[config.mk]
export PLATFORM = sky130hd
export DESIGN_NAME = rom_arbiter
export DESIGN_NICKNAME = d
export VERILOG_FILES = /design/src/rtl/rom_arbiter.sv
export SDC_FILE = /design/constraint.sdc
export NUM_CORES = 1
export LEC_CHECK = 0
export BUFFER_PORTS_ARGS = -buffer_cell sky130_fd_sc_hd__buf_2
export CAP_MARGIN = 20
export CORE_MARGIN = 2
export CORE_UTILIZATION = 54
export DETAILED_ROUTE_END_ITERATION = 8
export PLACE_DENSITY = 0.88
export SLEW_MARGIN = 0
export SYNTH_ARGS = -nofsm -noshare
export SYNTH_HDL_FRONTEND = slang
export SYNTH_SLANG_ARGS = --single-unit
[constraint.sdc]
create_clock -name clk -period 4.22 [get_ports clk]
set_input_delay 0.211 -clock clk [delete_from_list [all_inputs] [get_ports clk]]
set_output_delay 0.211 -clock clk [all_outputs]
set_load 0.02 [all_outputs]
[src/rtl/rom_arbiter.sv]
// Round-robin arbiter sharing one single-port synchronous ROM between a fetch port (A)
// and a load port (B), with requester IDs carried through the ROM read latency.
module rom_arbiter #(
  parameter int unsigned ADDR_WIDTH = 8,
  parameter int unsigned DATA_WIDTH = 32,
  parameter int unsigned CNT_WIDTH  = 16
) (
  input  logic                  clk,
  input  logic                  reset_n,

  input  logic                  a_req_valid,
  input  logic [ADDR_WIDTH-1:0] a_req_addr,
  output logic                  a_req_ready,
  output logic                  a_resp_valid,
  output logic [DATA_WIDTH-1:0] a_resp_data,

  input  logic                  b_req_valid,
  input  logic [ADDR_WIDTH-1:0] b_req_addr,
  output logic                  b_req_ready,
  output logic                  b_resp_valid,
  output logic [DATA_WIDTH-1:0] b_resp_data,

  output logic [ADDR_WIDTH-1:0] rom_addr,
  input  logic [DATA_WIDTH-1:0] rom_data_in,

  input  logic                  cnt_clear,
  output logic [CNT_WIDTH-1:0]  a_grant_count,
  output logic [CNT_WIDTH-1:0]  b_grant_count,
  output logic                  busy
);

  typedef enum logic {
    PortA = 1'b0,
    PortB = 1'b1
  } port_e;

  port_e last_grant;
  port_e s1_id;
  port_e s2_id;
  logic  s1_valid;
  logic  s2_valid;
  logic  grant_a;
  logic  grant_b;
  logic  accept;

  // On a tie the port that did not win last time gets the ROM.
  always_comb begin
    grant_a = 1'b0;
    grant_b = 1'b0;
    if (a_req_valid && b_req_valid) begin
      grant_a = (last_grant == PortB);
      grant_b = (last_grant == PortA);
    end else begin
      grant_a = a_req_valid;
      grant_b = b_req_valid;
    end
  end

  assign accept      = grant_a | grant_b;
  assign a_req_ready = grant_a;
  assign b_req_ready = grant_b;
  assign busy        = s1_valid | s2_valid;

  always_ff @(posedge clk or negedge reset_n) begin
    if (!reset_n) begin
      last_grant <= PortB;
      rom_addr   <= '0;
      s1_valid   <= 1'b0;
      s1_id      <= PortA;
      s2_valid   <= 1'b0;
      s2_id      <= PortA;
    end else begin
      s1_valid <= accept;
      if (grant_a) begin
        rom_addr   <= a_req_addr;
        last_grant <= PortA;
        s1_id      <= PortA;
      end else if (grant_b) begin
        rom_addr   <= b_req_addr;
        last_grant <= PortB;
        s1_id      <= PortB;
      end
      s2_valid <= s1_valid;
      s2_id    <= s1_id;
    end
  end

  // ROM data for the stage-2 read is present on rom_data_in now.
  always_ff @(posedge clk or negedge reset_n) begin
    if (!reset_n) begin
      a_resp_valid <= 1'b0;
      b_resp_valid <= 1'b0;
      a_resp_data  <= '0;
      b_resp_data  <= '0;
    end else begin
      a_resp_valid <= s2_valid && (s2_id == PortA);
      b_resp_valid <= s2_valid && (s2_id == PortB);
      if (s2_valid && (s2_id == PortA)) a_resp_data <= rom_data_in;
      if (s2_valid && (s2_id == PortB)) b_resp_data <= rom_data_in;
    end
  end

  always_ff @(posedge clk or negedge reset_n) begin
    if (!reset_n) begin
      a_grant_count <= '0;
      b_grant_count <= '0;
    end else if (cnt_clear) begin
      a_grant_count <= '0;
      b_grant_count <= '0;
    end else begin
      if (grant_a && (a_grant_count != {CNT_WIDTH{1'b1}})) a_grant_count <= a_grant_count + 1'b1;
      if (grant_b && (b_grant_count != {CNT_WIDTH{1'b1}})) b_grant_count <= b_grant_count + 1'b1;
    end
  end

endmodule

==> impl_results.md <==
* GRT overflow at 0
* Post-DP HPWL at 7.98 mm
* M1 wire length at 4.55 mm
* DR iter-0 viols at 154
* RR Endpoint: b_grant_count[13]
* Hold path depth at 3
* Antenna diodes at 0
* Worst vdd ir at 0.223 mV
* HP Start: b_req_addr[4]
* Finished Layout Cells at 672
* P&R area growth vs syn at 22.6%
* Post-synthesis sequential area ratio at 0.573
* Synth unique cells at 37
* RR Startpoint: last_grant
* Final period util at 0.535
* Worst Path Required at 4.46 ns
* Clock buffer count from CTS at 9
* Most common cell in the netlist: dfrtp_1
* Reg2Reg Depth at 4
* DR WL met2 at approximately 5.4 mm
* GPL Wtd Cong at 0.930
* Core area at 0.00872 mm²
* Drt wl/cell at 16.1 µm
* Final min period at around 2.3 ns
* Syn Nets at 456
* R2r setup slk at 1.96 ns
* Residual DRC at 0
* Final WL at about 11 mm
* Final setup violation count at 0
* Synthesized area per cell at around 12 µm²
* Pwr Density at 424 mW/mm²
* Largest cells by area after synthesis: dfrtp_1 (57%), mux2_2 (19%), nor2_1 (2.7%), nor4_1 (1.5%), a21oi_1 (1.4%)
* Number of instances in the placed design at around 660
* Pleak at 2.80 nW
* End of the worst hold path: rom_addr[4]
* Fin. max-slew vios at 0
* YS warnings at 0
* CTS tree: done
* Worst-margin pin slew at 0.929 ns
* Worst skew pair latency at 0.36 ns
* Chip width at 98.8 µm
* First-pass detailed-route iteration total at 4
* # rows at 34
* Pre-CTS setup slack at 1.87 ns
* Number of routed nets with antenna violations at 0
* Synth Flop Type: dfrtp_1
* Area leader, netlist: dfrtp_1
* Nets at between 600 and 700
* Die extent in y at 98.8 µm
* DR vias at 3767
* Port Buffers at 161
* Metal3 WL at 720 µm
* Max Cap Violations at 0
* Worst-path maximum fanout at 15
* Setup ws final at 1.96 ns
* Ys async rst share at 1.00
* Largest net degree at the start of global routing at 68
* Fmax at 0.443 GHz
* Top-area cell type share of the netlist area at 0.568
* Root Buffer: clkbuf_8
* Starting Density at 0.556
* Synth Instances at 401
* Post-Syn Area at 0.00485 mm²
* Crit. End Element: flip-flop
* First-pass GRT wire length at 18.2 mm
* Share of cells above drive strength 1 at 0.473
* RSZ-0062 raised after global routing: no
* Vias in the first global route at about 3800
* Clock slew at reported path FFs at 0.11 ns
* Final Hold Viols at 0
* CTS H-tree depth at 3
* Max clock buf depth at 2
* Slew headroom at 0.379
* Via/cell ratio at 5.61
* Clock sink total at 111
* Final setup TNS at 0 ns
* Num ports at 162
* Area of the die at 0.00975 mm²
* EDFF count, synth at 0
* Initial antenna violation count at 0
* Gr usage total at 0.227
* Worst min path class: in2reg
* Uppermost layer routed: met4
* Most instantiated cells after synthesis: dfrtp_1 (110), mux2_2 (81), nor2_1 (35)
* Pwr Total at 2.52 mW
* Critical path class: reg2reg
* WP data arrival at 2.50 ns
* Outcome: complete, no violations
* Setup crit start kind: flip-flop
* Post-CTS Setup Bufs at 0
* Setup Skew at about 0.013 ns
* Register bit total from synthesis at 111
## how the worst max path moves through the flow
stage                                 from                 to  cells after the start
after global routing      b_grant_count[0]  b_grant_count[11]                      5
after detailed placement       b_req_valid  b_grant_count[13]                      5
after floorplan           b_grant_count[0]  b_grant_count[14]                      6
final                           last_grant  b_grant_count[13]                      4
after global placement         b_req_valid   b_grant_count[9]                      5
after CTS                       last_grant  b_grant_count[13]                      4
## metal layers
layer / GRT usage / vias up
met5: 0 / -
met4: 0.0685 / 0
met3: 0.0482 / 14
met2: 0.392 / 146
met1: 0.287 / 1838
li1: - / 1769
## area by class of cell
class                      count  area (µm²)
inverter                      12        45.0
multi-input combinational    260        1950
fill                         626        2770
clock buffer                   9         124
clock inverter                 6        68.8
sequential                   111        2780
timing repair buffer         166         846
tap                          108         135
## cell families after synthesis
logic type      count (synthesis)  synth area share
flops                         111             0.573
simple gates                  127             0.139
compound gates                 46            0.0611
mux                            85             0.197
buf+inv                        30            0.0250
fa+ha+maj                       2           0.00516
## power breakdown
| group | internal [mW] | total (mW) | switching, mW |
|---|---|---|---|
| Clock | 0.277 | 0.628 | 0.351 |
| Sequential | 1.21 | 1.28 | 0.0721 |
| Combinational | 0.250 | 0.615 | 0.365 |
## cells in the final DEF (no fill, tap or decap), types with 5 or more instances in the layout
| cell type | instances |
|---|---|
| or4_1 | 9 |
| nand2_1 | 18 |
| o21ai_0 | 5 |
| nor2_1 | 35 |
| inv_1 | 12 |
| mux2_2 | 81 |
| or3_1 | 6 |
| clkbuf_8 | 9 |
| o31ai_1 | 8 |
| dfrtp_1 | 110 |
| buf_2 | 161 |
| nand3_1 | 10 |
| o22ai_1 | 8 |
| nor4_1 | 12 |
| nand4_1 | 8 |
| a21oi_1 | 14 |
| nor2b_1 | 11 |
## stage by stage
step	utilization	area (µm²)	hold WS, ns
after CTS	0.681	5940	0.0654
after global placement	0.658	5740	0.354
after global routing	0.682	5950	0.0765
final	0.682	5950	0.0791
after floorplan	-	4850	-0.0846
after detailed placement	0.658	5740	0.361
## timing repair
| item | CTS | global route |
|---|---|---|
| resized for setup | 0 | 0 |
| hold buffers | 1 | 0 |
| hold endpoints to repair | 66 | 0 |
## flip-flops by register name, summed over array words and instances, names as in the netlist
name	flops
a_grant_count	16
a_resp_data	32
a_resp_valid	1
b_grant_count	16
b_resp_data	32
b_resp_valid	1
last_grant	1
rom_addr	8
s1_id	1
s1_valid	1
s2_id	1
s2_valid	1
## critical path, cell delays in order, from the launching register on
cell	delay [ns]
dfstp_2	0.40
a21bo_1	0.35
or4_1	0.70
nor4_1	0.34
mux2_2	0.37
No activity file was read; power rests on OpenSTA's default activity.
